`config.mk`:
```
export PLATFORM = sky130hd
export DESIGN_NAME = uart_rx_oversampled
export DESIGN_NICKNAME = d
export VERILOG_FILES = /design/src/rtl/uart_rx_oversampled.sv
export SDC_FILE = /design/constraint.sdc
export NUM_CORES = 1
export LEC_CHECK = 0
export ABC_AREA = 1
export BUFFER_PORTS_ARGS = -buffer_cell sky130_fd_sc_hd__buf_2
export CAP_MARGIN = 10
export CORE_UTILIZATION = 43
export DETAILED_ROUTE_END_ITERATION = 10
export PLACE_DENSITY = 0.61
export SETUP_SLACK_MARGIN = 0.5
export SKIP_LAST_GASP = 1
export SLEW_MARGIN = 20
export SYNTH_ARGS = -nofsm -noshare
export SYNTH_HDL_FRONTEND = slang
export SYNTH_SLANG_ARGS = --single-unit
```
`constraint.sdc`:
```
create_clock -name clk -period 5.9 [get_ports clk]
set_input_delay 0.295 -clock clk [delete_from_list [all_inputs] [get_ports clk]]
set_output_delay 0.295 -clock clk [all_outputs]
set_load 0.02 [all_outputs]
```
`src/rtl/uart_rx_oversampled.sv`:
```
// Oversampled UART receiver: 2-FF synchronised rx, mid-bit sampling, single holding register with
// per-character parity/framing/break status and a sticky overrun flag.
module uart_rx_oversampled #(
  parameter int OVERSAMPLE = 16,
  parameter int CNT_W      = $clog2(OVERSAMPLE)
) (
  input  logic       clk,
  input  logic       rst,
  input  logic       sample_tick,
  input  logic       rx,
  input  logic [1:0] data_bits,
  input  logic       parity_en,
  input  logic       parity_even,
  input  logic       rd_en,
  output logic [7:0] rx_data,
  output logic       data_ready,
  output logic       parity_error,
  output logic       framing_error,
  output logic       break_detect,
  output logic       overrun_error,
  output logic       busy
);

  typedef enum logic [2:0] {IDLE, START, DATA, PARITY, STOP, WAIT_HIGH} state_t;

  localparam logic [CNT_W-1:0] START_PT = CNT_W'(OVERSAMPLE / 2 - 1);
  localparam logic [CNT_W-1:0] BIT_PT   = CNT_W'(OVERSAMPLE - 1);

  state_t           state;
  logic             rx_meta;
  logic             rx_s;
  logic [CNT_W-1:0] tick_cnt;
  logic [2:0]       bit_cnt;
  logic [7:0]       shreg;
  logic [1:0]       cfg_bits;
  logic             cfg_pen;
  logic             cfg_peven;
  logic             par_bit;
  logic [7:0]       char_dat;
  logic             par_err;
  logic             brk;
  logic             start_pt;
  logic             bit_pt;

  // LSB-first shifting leaves an N-bit word in the top of shreg; right-justify it.
  assign char_dat = shreg >> (2'd3 - cfg_bits);
  assign par_err  = cfg_pen && (((^char_dat) ^ par_bit) != !cfg_peven);
  assign brk      = !rx_s && (char_dat == 8'h00) && (!cfg_pen || !par_bit);
  assign start_pt = sample_tick && (tick_cnt == START_PT);
  assign bit_pt   = sample_tick && (tick_cnt == BIT_PT);

  always_ff @(posedge clk) begin
    if (!rst) begin
      state         <= IDLE;
      rx_meta       <= 1'b1;
      rx_s          <= 1'b1;
      tick_cnt      <= '0;
      bit_cnt       <= '0;
      shreg         <= '0;
      cfg_bits      <= '0;
      cfg_pen       <= 1'b0;
      cfg_peven     <= 1'b0;
      par_bit       <= 1'b0;
      rx_data       <= '0;
      data_ready    <= 1'b0;
      parity_error  <= 1'b0;
      framing_error <= 1'b0;
      break_detect  <= 1'b0;
      overrun_error <= 1'b0;
      busy          <= 1'b0;
    end else begin
      rx_meta <= rx;
      rx_s    <= rx_meta;

      // A read empties the holder; a commit on the same clock overrides this below.
      if (rd_en) begin
        data_ready    <= 1'b0;
        parity_error  <= 1'b0;
        framing_error <= 1'b0;
        break_detect  <= 1'b0;
        overrun_error <= 1'b0;
      end

      if (sample_tick) tick_cnt <= tick_cnt + 1'b1;

      case (state)
        IDLE: begin
          if (!rx_s) begin
            state     <= START;
            busy      <= 1'b1;
            tick_cnt  <= '0;
            cfg_bits  <= data_bits;
            cfg_pen   <= parity_en;
            cfg_peven <= parity_even;
          end
        end
        START: begin
          if (start_pt) begin
            tick_cnt <= '0;
            bit_cnt  <= '0;
            if (rx_s) begin
              state <= IDLE;
              busy  <= 1'b0;
            end else begin
              state <= DATA;
            end
          end
        end
        DATA: begin
          if (bit_pt) begin
            tick_cnt <= '0;
            shreg    <= {rx_s, shreg[7:1]};
            bit_cnt  <= bit_cnt + 3'd1;
            if (bit_cnt == {1'b1, cfg_bits}) state <= cfg_pen ? PARITY : STOP;
          end
        end
        PARITY: begin
          if (bit_pt) begin
            tick_cnt <= '0;
            par_bit  <= rx_s;
            state    <= STOP;
          end
        end
        STOP: begin
          if (bit_pt) begin
            tick_cnt <= '0;
            if (!data_ready || rd_en) begin
              rx_data       <= char_dat;
              parity_error  <= par_err;
              framing_error <= !rx_s;
              break_detect  <= brk;
              data_ready    <= 1'b1;
            end else begin
              overrun_error <= 1'b1;
            end
            if (rx_s) begin
              state <= IDLE;
              busy  <= 1'b0;
            end else begin
              state <= WAIT_HIGH;
            end
          end
        end
        WAIT_HIGH: begin
          if (rx_s) begin
            state    <= IDLE;
            busy     <= 1'b0;
            tick_cnt <= '0;
          end
        end
        default: begin
          state <= IDLE;
          busy  <= 1'b0;
        end
      endcase
    end
  end

endmodule

```
Word level (Yosys, flattened, before mapping)
Cells that the tools add are included.

Add/subtract/negate cells: 3. Eq/ne operators: 16. Shift operators: 1. Mux-type cells: 45. Bitwise operators: 3. Reductions and logical operators: 25.

Operators with widths (number): two-way mux 3 bit (11); two-way mux 1 bit (24); two-way mux 4 bit (5); case mux 3 bit (6 select lines) (1); case mux 4 bit (4 select lines) (1); != test 2 bit (second input constant) (7); zero test 8 bit (1); parity 8 bit (1); right shift 8 x 2 -> 8 bit (1); AND reduction 7 bit (1); == test 3 x 2 -> 1 bit (second input constant) (2); == test 3 bit (second input constant) (2); case mux 3 bit (2 select lines) (1); AND reduction 2 bit (3); AND reduction 3 bit (2); logical AND 1 bit (5); zero test 1 bit (5); case mux 1 bit (5 select lines) (1); adder 4 x 1 -> 4 bit (second input constant) (1); == test 4 x 3 -> 1 bit (second input constant) (1); == test 4 bit (second input constant) (1); AND reduction 4 bit (1); adder 3 x 1 -> 3 bit (second input constant) (1); == test 3 x 1 -> 1 bit (second input constant) (1); other kinds (11) (13).

Bits in registers: 39. Input port bits: 9. Output and inout bits: 14. Logic and storage cells: 110.

Longest topological paths before layout
Depth in word-level cells: 9. Depth in mapped cells: 15. Depth with buffers taken out: 15.

Least setup slack after synthesis
No wires, ideal clock.

Kind: reg-to-reg. From: reg cfg_bits[0]. To: reg parity_error. Library setup time: 0.119 ns. Arrival: 1.763 ns. Required time: 5.781 ns. Setup slack: 4.018 ns. Cell stages (with the launch flop): 16. Path buffers: 1. Period minus slack after synthesis: 1.882 ns. Path through: dfxtp_1 > buf_2 > inv_2 > nand2_1 > nand2_1 > o21ai_0 > ha_1 > or2_2 > nand2_1 > nand2_1 > nand2_1 > inv_1 > nand2_1 > nand2_1 > nand2_1 > a21oi_1.

Cells in the longest elaborated chain, start to end: 9.

RTL lines: start, declared (RTL line 35) `logic [1:0] cfg_bits;`; start signal, assigned (RTL line 92) `cfg_bits <= data_bits;`; subtractor 2 bit (RTL line 46) `assign char_dat = shreg >> (2'd3 - cfg_bits);`; right shift 8 x 2 -> 8 bit (RTL line 46); parity 8 bit (RTL line 47) `assign par_err = cfg_pen && (((^char_dat) ^ par_bit) != !cfg_peven);`; bitwise XOR 1 bit (RTL line 47); != test 1 bit (RTL line 47); logical AND 1 bit (RTL line 47); two-way mux 1 bit (RTL line 127) `if (!data_ready || rd_en) begin`; two-way mux 1 bit (RTL line 125) `if (bit_pt) begin`; two-way mux 1 bit (RTL line 86) `case (state)`; end signal, assigned (RTL line 129) `parity_error <= par_err;`; end, declared (RTL line 17) `output logic parity_error,`.

No other way between the ends. A chain may end at the register's enable or synchronous reset.

Worst setup path in the final report
Ends and elaborated chain as after synthesis.

==> flow_metrics.env <==
export IMPL_yosys_area_top_type="dfxtp_1"
export IMPL_start_kind="register"
export IMPL_power_density_nw_per_um2=347
export IMPL_root_buffer="clkbuf_8"
export IMPL_worst_slew_pin_slew_ps=685
export IMPL_viasPerCell=5.07
export IMPL_critical_path_cell_chain="inv_2 > nand2_1 > nand2_1 > o21ai_0 > ha_1 > or2_2 > nand2_1 > nand2_1 > nand2_1 > nand3_1 > nand2_1 > nand2_1 > a21oi_1"
export IMPL_status="finished, violations left"
export IMPL_drc=6
export IMPL_ys_warn_count=0
export IMPL_cts_buffer_depth=2
export IMPL_period_share=0.361
export IMPL_p_int_mw=0.476
export IMPL_power_frac_seq=0.403
export IMPL_yosys_area_top_type_share=0.387
export IMPL_port_buffer_count=22
export IMPL_h_tree_depth=2
export IMPL_ctsHoldBuffers=0
export IMPL_hold_path_class="primary input to register"
export IMPL_n_antenna_cell=0
export IMPL_required_ps=6130
export IMPL_r2r_start="cfg_bits[0]"
export IMPL_regToRegSetupSlack_ps=3770
export IMPL_insertion_delay_ps=300
export IMPL_die_h_um=70.5
export IMPL_vias=1811
export IMPL_grt_max_degree=27
export IMPL_post_route_min_period_ps=2130
export IMPL_violations="design-rule violations"
export IMPL_ant_nets=0
export IMPL_critPathSlowestCell="dfxtp_1"
export IMPL_setup_viol=0
export IMPL_globalRouteTotalUtil=0.194
export IMPL_synth_area_leaders="dfxtp_1 (39%), nand2_1 (11%), nor2_1 (7.4%)"
export IMPL_post_cts_buffers=0
export IMPL_final_cell_mix="nand2_1 (58), nor2_1 (40), dfxtp_1 (39), o21ai_0 (29), a21oi_1 (24)"
export IMPL_yosysSeqAreaShare=0.387
export IMPL_path_max_fanout=10
export IMPL_r2r_end="parity_error"
export IMPL_irDropWorstVdd_mv=0.143
export IMPL_syn_area_per_cell_um2=7.11
export IMPL_crit_path_max_incr_delay_ps=500
export IMPL_grt_pass1_vias=1684
export IMPL_synth_area_um2=2020
export IMPL_arrival_ps=2370
export IMPL_syn_inst=284
export IMPL_placed_area_um2=2150
export IMPL_hold_violations=0
export IMPL_cap_violations=0
export IMPL_p_sw_mw=0.301
export IMPL_antenna_found_initial=0
export IMPL_rows=24
export IMPL_cts_repair_resized=0
export IMPL_drt_total_wl_um=4340
export IMPL_swShare=0.387
export IMPL_fin_setup_tns_ps=0
export IMPL_cts_buffers=5
export IMPL_p_comb_frac=0.357
export IMPL_wl_per_cell_um=12.2
export IMPL_cpMostUsedCell="nand2_1"
export IMPL_seqCellArea_um2=781
export IMPL_startpoint="cfg_bits[0]"
export IMPL_synth_nets=299
export IMPL_slew_headroom=0.541
export IMPL_cts_tree="built"
export IMPL_path_clk_slew_ps=80
export IMPL_crit_path_end="parity_error"
export IMPL_start_util=0.454
export IMPL_crit_type="register to register"
export IMPL_final_common_cell="nand2_1"
export IMPL_coreArea_um2=4440
export IMPL_synth_cell_types=36
export IMPL_clockPowerShare=0.239
export IMPL_ys_ff_latch=39
export IMPL_rsz0062_at_grt="no"
export IMPL_drt_initial_drc_count=108
export IMPL_slew_viol_final=0
export IMPL_finish_net_count=320
export IMPL_fmax_mhz=469
export IMPL_fp_dieW_um=70.5
export IMPL_grt_pass1_wl_um=7600
export IMPL_grt_overflow=0
export IMPL_dp_hpwl_um=3160
export IMPL_fill_cells=459
export IMPL_cts_sinks=39
export IMPL_die_area_um2=4970
export IMPL_area_growth_synth_to_final_pct=10.8
export IMPL_multi_input_area_um2=1080
export IMPL_io_pins=23
export IMPL_r2r_cells=13
export IMPL_p_leak_nw=1.01
export IMPL_first_pass_iters=7
export IMPL_drive_gt1_frac=0.180
export IMPL_skew_ps=7.58
export IMPL_place_gp_congestion=0.833
export IMPL_design_area_um2=2240
export IMPL_setup_worst_path_end_class="register"
-- layout make-up --
class | count | area share
Inverter | 30 | 0.0504
Sequential cell | 39 | 0.349
Timing Repair Buffer | 22 | 0.0492
Clock buffer | 6 | 0.0369
Clock inverter | 1 | 0.00224
Multi-Input combinational cell | 207 | 0.483
Tap cell | 52 | 0.0291
-- routing by layer --
metal	global-route usage	wire length (um)	vias up
met5	0	0	-
met4	0.0748	68	0
met3	0.0346	111	8
met2	0.315	1950	24
met1	0.258	2210	808
li1	-	-	971
-- cell usage after synthesis (all sizes together) --
cell / n
nand2: 60
nor2: 46
dfxtp: 39
o21ai: 32
inv: 30
a21oi: 26
nand3: 15
buf: 6
ha: 6
nand4: 4
xor2: 4
or2: 3
clkbuf: 2
xnor2: 2
a32oi: 1
mux2i: 1
nand3b: 1
nor3: 1
o211ai: 1
o21bai: 1
o22ai: 1
o311a: 1
o31ai: 1
-- worst min-delay path by stage --
| stage | from | endpoint | slack (ps) | cells after the start |
|---|---|---|---|---|
| after CTS | rx | rx_meta | 180 | 2 |
| after global routing | rx | rx_meta | 180 | 2 |
| after detailed placement | rx_meta | rx_s | 400 | 1 |
| final | rx | rx_meta | 180 | 2 |
| after global placement | rx_meta | rx_s | 390 | 1 |
| after floorplan | rx_meta | rx_s | 390 | 1 |
-- logic make-up after synthesis --
kind of cell / count (synthesis) / share of synthesized area
adder cells (fa/ha/maj): 6 / 0.0372
AND/OR/NAND/NOR: 130 / 0.291
flip-flops: 39 / 0.387
AO/OA/AOI/OAI: 64 / 0.175
buffers and inverters: 38 / 0.0781
multiplexers: 1 / 0.00496
XOR/XNOR: 6 / 0.0260
-- sequential cells by signal, summed over array words and instances (netlist names), 2 cells and up --
signal    count
shreg         8
bit_cnt       3
tick_cnt      4
state         3
cfg_bits      2
rx_data       8
-- worst max-delay path: cells and delay by family (launching register included) --
family	cells	cell delay, ps
and+or+nand+nor	9	820
buffers and inverters	1	140
adders and majority gates	1	290
DFF	1	500
AOI/OAI and AO/OA	2	330
-- metrics by stage --
step / power, mW / hold WS [ps] / util / setup slack, ps / std cells
2_1_floorplan: 0.539 / 392 / - / 4020 / 284
3_3_place_gp: 0.594 / 393 / 0.483 / 3850 / 350
3_5_place_dp: 0.596 / 402 / 0.483 / 3770 / 350
4_1_cts: 0.782 / 176 / 0.503 / 3760 / 357
5_1_grt: 0.837 / 185 / 0.503 / 3490 / 357
6_report: 0.776 / 178 / 0.503 / 3770 / 357
-- power groups by stage --
stage / registers (mW) / logic [mW] / clock network [mW]
2_1_floorplan: 0.312 / 0.227 / 0
3_3_place_gp: 0.318 / 0.276 / 0
3_5_place_dp: 0.319 / 0.277 / 0
4_1_cts: 0.312 / 0.278 / 0.192
5_1_grt: 0.316 / 0.319 / 0.203
6_report: 0.313 / 0.277 / 0.186
(Power assumes the default switching activity.)
